<file path="src/rtl/alu_seq.sv">
// alu_seq: sequential unsigned ALU (MAX, MIN, MOD, DIV).
// MAX/MIN and error cases finish in one cycle. MOD/DIV use a restoring divider
// that retires one quotient bit per cycle for WIDTH cycles. Operands are
// captured when a request is accepted. valid_o, busy_o, res_o and err_o are
// all registered.
module alu_seq #(
  parameter int WIDTH = 16
) (
  input  logic             clk,
  input  logic             rst_i,
  input  logic             start_i,
  input  logic [2:0]       alu_mode_i,
  input  logic [WIDTH-1:0] op_a_i,
  input  logic [WIDTH-1:0] op_b_i,
  output logic [WIDTH-1:0] res_o,
  output logic             valid_o,
  output logic             busy_o,
  output logic             err_o
);

  typedef enum logic [1:0] {
    IDLE = 2'd0,
    RUN  = 2'd1,
    DONE = 2'd2
  } state_t;

  localparam logic [2:0] MODE_MAX = 3'd0;
  localparam logic [2:0] MODE_MIN = 3'd1;
  localparam logic [2:0] MODE_MOD = 3'd2;
  localparam logic [2:0] MODE_DIV = 3'd3;

  localparam int            CW        = $clog2(WIDTH);
  localparam logic [CW-1:0] LAST_STEP = CW'(WIDTH - 1);
  localparam logic [CW-1:0] CNT_ONE   = CW'(1);

  state_t           state_q, state_d;
  logic [WIDTH-1:0] a_q;    // operand A; holds the quotient bits while dividing
  logic [WIDTH-1:0] b_q;
  logic [2:0]       mode_q;
  logic [WIDTH:0]   rem_q;  // partial remainder, one guard bit wide
  logic [CW-1:0]    cnt_q;
  logic [WIDTH-1:0] res_q;
  logic             valid_q;
  logic             busy_q;
  logic             err_q;

  logic [WIDTH:0]   shifted_s;
  logic [WIDTH:0]   diff_s;
  logic [WIDTH:0]   rem_step_s;
  logic             qbit_s;
  logic             divides_s;
  logic [WIDTH-1:0] res_d;
  logic             err_d;

  // Accepting a MOD/DIV with a non-zero divisor starts the divider.
  assign divides_s = ((alu_mode_i == MODE_MOD) || (alu_mode_i == MODE_DIV)) &&
                     (op_b_i != {WIDTH{1'b0}});

  // State register.
  always_ff @(posedge clk) begin
    if (rst_i) begin
      state_q <= IDLE;
    end else begin
      state_q <= state_d;
    end
  end

  // Next-state logic.
  always_comb begin
    state_d = state_q;
    case (state_q)
      IDLE: begin
        if (start_i) begin
          if (divides_s) begin
            state_d = RUN;
          end else begin
            state_d = DONE;
          end
        end else begin
          state_d = IDLE;
        end
      end
      RUN: begin
        if (cnt_q == LAST_STEP) begin
          state_d = DONE;
        end else begin
          state_d = RUN;
        end
      end
      DONE:    state_d = IDLE;
      default: state_d = IDLE;
    endcase
  end

  // One restoring-division step. The shifted remainder is below 2*B, so the
  // difference fits in WIDTH+1 bits and its top bit is a valid borrow.
  always_comb begin
    shifted_s = {rem_q[WIDTH-1:0], a_q[WIDTH-1]};
    diff_s    = shifted_s - {1'b0, b_q};
    qbit_s    = ~diff_s[WIDTH];
    if (qbit_s) begin
      rem_step_s = diff_s;
    end else begin
      rem_step_s = shifted_s;
    end
  end

  // Final result and error flag, selected from the latched operation.
  always_comb begin
    res_d = {WIDTH{1'b0}};
    err_d = 1'b0;
    case (mode_q)
      MODE_MAX: begin
        if (a_q > b_q) begin
          res_d = a_q;
        end else begin
          res_d = b_q;
        end
      end
      MODE_MIN: begin
        if (a_q < b_q) begin
          res_d = a_q;
        end else begin
          res_d = b_q;
        end
      end
      MODE_MOD: begin
        if (b_q == {WIDTH{1'b0}}) begin
          res_d = a_q;
          err_d = 1'b1;
        end else begin
          res_d = rem_q[WIDTH-1:0];
        end
      end
      MODE_DIV: begin
        if (b_q == {WIDTH{1'b0}}) begin
          res_d = {WIDTH{1'b1}};
          err_d = 1'b1;
        end else begin
          res_d = a_q;
        end
      end
      default: begin
        res_d = {WIDTH{1'b0}};
        err_d = 1'b1;
      end
    endcase
  end

  // Operand capture, divider datapath and registered outputs.
  always_ff @(posedge clk) begin
    if (rst_i) begin
      a_q     <= {WIDTH{1'b0}};
      b_q     <= {WIDTH{1'b0}};
      mode_q  <= 3'd0;
      rem_q   <= {(WIDTH+1){1'b0}};
      cnt_q   <= {CW{1'b0}};
      res_q   <= {WIDTH{1'b0}};
      valid_q <= 1'b0;
      busy_q  <= 1'b0;
      err_q   <= 1'b0;
    end else begin
      valid_q <= 1'b0;
      case (state_q)
        IDLE: begin
          if (start_i) begin
            a_q    <= op_a_i;
            b_q    <= op_b_i;
            mode_q <= alu_mode_i;
            rem_q  <= {(WIDTH+1){1'b0}};
            cnt_q  <= {CW{1'b0}};
            busy_q <= 1'b1;
          end
        end
        RUN: begin
          a_q   <= {a_q[WIDTH-2:0], qbit_s};
          rem_q <= rem_step_s;
          cnt_q <= cnt_q + CNT_ONE;
        end
        DONE: begin
          res_q   <= res_d;
          err_q   <= err_d;
          valid_q <= 1'b1;
          busy_q  <= 1'b0;
        end
        default: begin
          busy_q <= 1'b0;
        end
      endcase
    end
  end

  assign res_o   = res_q;
  assign valid_o = valid_q;
  assign busy_o  = busy_q;
  assign err_o   = err_q;

endmodule

</file>
<file path="config.mk">
export PLATFORM = sky130hd
export DESIGN_NAME = alu_seq
export DESIGN_NICKNAME = d
export VERILOG_FILES = /design/src/rtl/alu_seq.sv
export SDC_FILE = /design/constraint.sdc
export NUM_CORES = 1
export LEC_CHECK = 0
export ABC_AREA = 1
export CORE_MARGIN = 2
export CORE_UTILIZATION = 62
export CTS_BUF_LIST = sky130_fd_sc_hd__clkbuf_16
export DETAILED_ROUTE_END_ITERATION = 7
export PLACE_DENSITY = 0.93
export RECOVER_POWER = 25
export SETUP_SLACK_MARGIN = 0.1
export SYNTH_ARGS = -nofsm -noshare
export SYNTH_HDL_FRONTEND = slang
export SYNTH_SLANG_ARGS = --single-unit
</file>
<file path="constraint.sdc">
create_clock -name clk -period 4.2 [get_ports clk]
set_clock_uncertainty 0.1 [all_clocks]
set_input_delay 0.42 -clock clk [delete_from_list [all_inputs] [get_ports clk]]
set_output_delay 0.42 -clock clk [all_outputs]
set_load 0.01 [all_outputs]
</file>
==> results.sh <==
export IMPL_drc_violation_total_after_the_first_tritonroute_iteration=569
export IMPL_power_combinational_fraction_pct=29.0
export IMPL_wl_mm=15.52
export IMPL_setup_worst_path_class="in -> reg"
export IMPL_placement_io_buffers=56
export IMPL_status="finished clean"
export IMPL_drc_errors=0
export IMPL_design_final_nets=961
export IMPL_synth_compound_area_share_pct=19.91
export IMPL_syn_to_final_growth_pct=15.00
export IMPL_detail_route_antenna_nets=0
export IMPL_setup_worst_path_start_class="input pin"
export IMPL_dp_area_um2=5952
export IMPL_power_switching_uw=767.4
export IMPL_power_ir_vdd_worst_uv=270.7
export IMPL_sequentialPowerShare_pct=35.6
export IMPL_total_leakage_power_uw=0.002880
export IMPL_area_fraction_in_and_or_nand_and_nor_cells_after_synthesis_pct=32.36
export IMPL_area_of_all_placed_cells_without_fillers_um2=6243
export IMPL_drv_max_cap_violation_count=0
export IMPL_switching_share_pct=34.59
export IMPL_floorplan_die_height_um=97.58
export IMPL_synth_enable_flop_cells=0
export IMPL_finalSetupViolations=0
export IMPL_groute_usage_overall_pct=32.33
export IMPL_cts_resized=0
export IMPL_tritoncts_num_buffers=9
export IMPL_fraction_of_final_layout_cells_sized_beyond_drive_strength_1_pct=5.145
export IMPL_grt_busiest_layer="met2"
export IMPL_grt_remaining_overflow=0
export IMPL_sequential_fraction_of_the_synthesis_area_pct=28.02
export IMPL_synth_most_common_cell="sky130_fd_sc_hd__nand2_1"
export IMPL_detailroute_via_count=6037
export IMPL_clockBufferDepth=2
export IMPL_cts_hold_fix_buffers=0
export IMPL_routed_wire_length_per_instance_um=15.48
export IMPL_worst_skew_pair_late_latency_ns=0.34
export IMPL_yosys_top_cells_area="sky130_fd_sc_hd__dfxtp_1 (28%), sky130_fd_sc_hd__nand2_1 (14%), sky130_fd_sc_hd__a21oi_1 (8.3%)"
export IMPL_critical_path_endpoint_type="flip-flop"
export IMPL_largest_family_of_logic_cells_by_synthesized_area="simple AND/OR/NAND/NOR gates"
export IMPL_cts_sinks=76
export IMPL_core_area_um2=8593
export IMPL_antenna_cells_inserted=0
export IMPL_yosys_mux_area_fraction_pct=0
export IMPL_clockRootBuffer="sky130_fd_sc_hd__clkbuf_16"
export IMPL_syn_mean_instance_area_um2=6.327
export IMPL_timing_critical_path_arrival_ns=3.57
export IMPL_worst_max_slew_pin_slew_ns=1.171
export IMPL_post_synth_num_cell_types=43
export IMPL_hold_viol_final=0
export IMPL_dieWidth_um=97.58
export IMPL_htree_levels=3
export IMPL_drt_pass1_iterations=6
export IMPL_final_critical_path_share_of_the_clock_period_pct=80.71
export IMPL_grtUsageMet3_pct=4.820
export IMPL_clk_transition_reported_paths_ns=0.06
export IMPL_routabilityCongestion=0.9780
export IMPL_maximum_number_of_pins_on_one_net_before_global_route_repair=41
export IMPL_number_of_global_route_vias_before_repair=5510
export IMPL_ys_ff_latch=76
export IMPL_post_synth_xor_area_fraction_pct=1.291
export IMPL_antenna_found_initial=0
export IMPL_synth_adder_area_share_pct=7.974
export IMPL_grt_setup_unrepaired="no"
export IMPL_met2_global_route_usage_pct=57.03
export IMPL_critical_path_max_fanout=23
export IMPL_top_ports=57
export IMPL_tns_ns=0
export IMPL_routed_via_density=6.025
export IMPL_cts_post_setup_buffers_inserted=0
export IMPL_design_die_area_um2=9521
export IMPL_slew_headroom_pct=21.91
export IMPL_dominantRegCellSynth="sky130_fd_sc_hd__dfxtp_1"
export IMPL_rows=34
export IMPL_syn_num_nets=930
export IMPL_first_pass_grt_wire_length_mm=25.39
export IMPL_critPathRequiredTime_ns=4.38
export IMPL_syn_inst_count=858
export IMPL_achievable_frequency_ghz=0.2950
export IMPL_synth_top_area_share_pct=28.02
export IMPL_internal_power_uw=1451
export IMPL_min_period_ns=3.390
export IMPL_synthTopCellsByCount="sky130_fd_sc_hd__nand2_1 (209), sky130_fd_sc_hd__inv_1 (91), sky130_fd_sc_hd__a21oi_1 (90), sky130_fd_sc_hd__nand3_1 (82), sky130_fd_sc_hd__nor2_1 (77)"
export IMPL_use_met1_pct=38.72
export IMPL_dp_final_hpwl_mm=11.16
export IMPL_drv_slew=0
export IMPL_min_path_type="reg -> reg"
export IMPL_clock_tree_from_tritoncts="yes"
export IMPL_synthArstFlopShare_pct=0
export IMPL_synth_warning_count=0
export IMPL_mappedNetlistArea_um2=5429
export IMPL_synth_top_cell_by_area="sky130_fd_sc_hd__dfxtp_1"
export IMPL_start_util_pct=63.18
export IMPL_share_clk_of_total_power_pct=35.3
export IMPL_power_per_cell_area_nw_per_um2=355.4
## sequential cells by signal (all words and copies together), names as in the netlist
register,flops
res_o,16
cnt_q,4
err_o,1
mode_q,3
busy_o,1
rem_q,16
valid_o,1
state_q,2
b_q,16
a_q,16
## metrics by stage
step           utilization (%)  power [uW]  std cells  hold slack, ns  setup WS [ns]
6_report                 72.66        2219       1002          0.3509         0.8103
5_1_grt                  72.66        2324       1002          0.3743         0.6183
4_1_cts                  72.74        2202       1002          0.3587          1.378
3_5_place_dp             69.26        1431        986          0.3397          1.395
3_3_place_gp             69.26        1419        986          0.3441          1.447
2_1_floorplan                -        1275        858          0.3535          1.917
## critical path, stage by stage
cell	delay, ns
sky130_fd_sc_hd__clkdlybuf4s50_1	0.40
sky130_fd_sc_hd__nand2_1	0.08
sky130_fd_sc_hd__nor2_1	0.04
sky130_fd_sc_hd__clkbuf_1	0.42
sky130_fd_sc_hd__nor2_1	0.21
sky130_fd_sc_hd__clkbuf_1	0.89
sky130_fd_sc_hd__inv_1	0.60
sky130_fd_sc_hd__o221ai_1	0.34
sky130_fd_sc_hd__nand2_1	0.08
sky130_fd_sc_hd__inv_1	0.08
## area by class of cell
type	instances	area, um2
Clock inverter	7	73.82
Timing Repair Buffer	60	583.1
Tap cell	108	135.1
Inverter	97	364.1
Sequential cell	76	1521
Fill cell	733	2350
Clock buffer	9	225.2
Multi-Input combinational cell	645	3341
## metal layers
| metal | wire length [um] | vias up |
|---|---|---|
| met2 | 7463 | 332 |
| met5 | 0 | - |
| li1 | - | 2914 |
| met4 | 835 | 0 |
| met1 | 5982 | 2708 |
| met3 | 1233 | 83 |
## placed cells by master (no fill, tap or decap), types with 9 or more instances in the layout
cell type / n
sky130_fd_sc_hd__ha_1: 33
sky130_fd_sc_hd__o21ai_0: 63
sky130_fd_sc_hd__inv_1: 91
sky130_fd_sc_hd__clkbuf_16: 9
sky130_fd_sc_hd__nand2_1: 209
sky130_fd_sc_hd__a21oi_1: 90
sky130_fd_sc_hd__dlygate4sd3_1: 19
sky130_fd_sc_hd__nor2_1: 77
sky130_fd_sc_hd__dfxtp_1: 76
sky130_fd_sc_hd__nand3_1: 82
sky130_fd_sc_hd__nand2_2: 11
sky130_fd_sc_hd__clkdlybuf4s50_1: 37
sky130_fd_sc_hd__o21ai_1: 14
sky130_fd_sc_hd__o221ai_1: 12
## final timing paths
path / startpoint / end / slack [ns] / cells past startpoint
worst min register to register: busy_o / busy_o / 0.35 / 2
worst min-delay path: busy_o / busy_o / 0.35 / 2
worst max-delay path: start_i / a_q[15] / 0.81 / 10
worst max register to register: state_q[0] / a_q[15] / 0.90 / 10
## logic make-up (layout without fill, tap and decap cells)
kind of cell             count (synthesis)  after routing
adder cells (fa/ha/maj)                 34             34
AO/OA/AOI/OAI                          197            197
XOR/XNOR                                 8              8
buffers and inverters                  137            173
flip-flops                              76             76
AND/OR/NAND/NOR                        406            406
## power by group through the flow
stage | sequential (uW) | combinational (uW) | clock (uW)
5_1_grt | 795 | 722 | 808
4_1_cts | 790 | 632 | 779
6_report | 791 | 644 | 784
2_1_floorplan | 803 | 471 | 0
3_5_place_dp | 806 | 626 | 0
3_3_place_gp | 805 | 614 | 0
(Power assumes the default switching activity.)
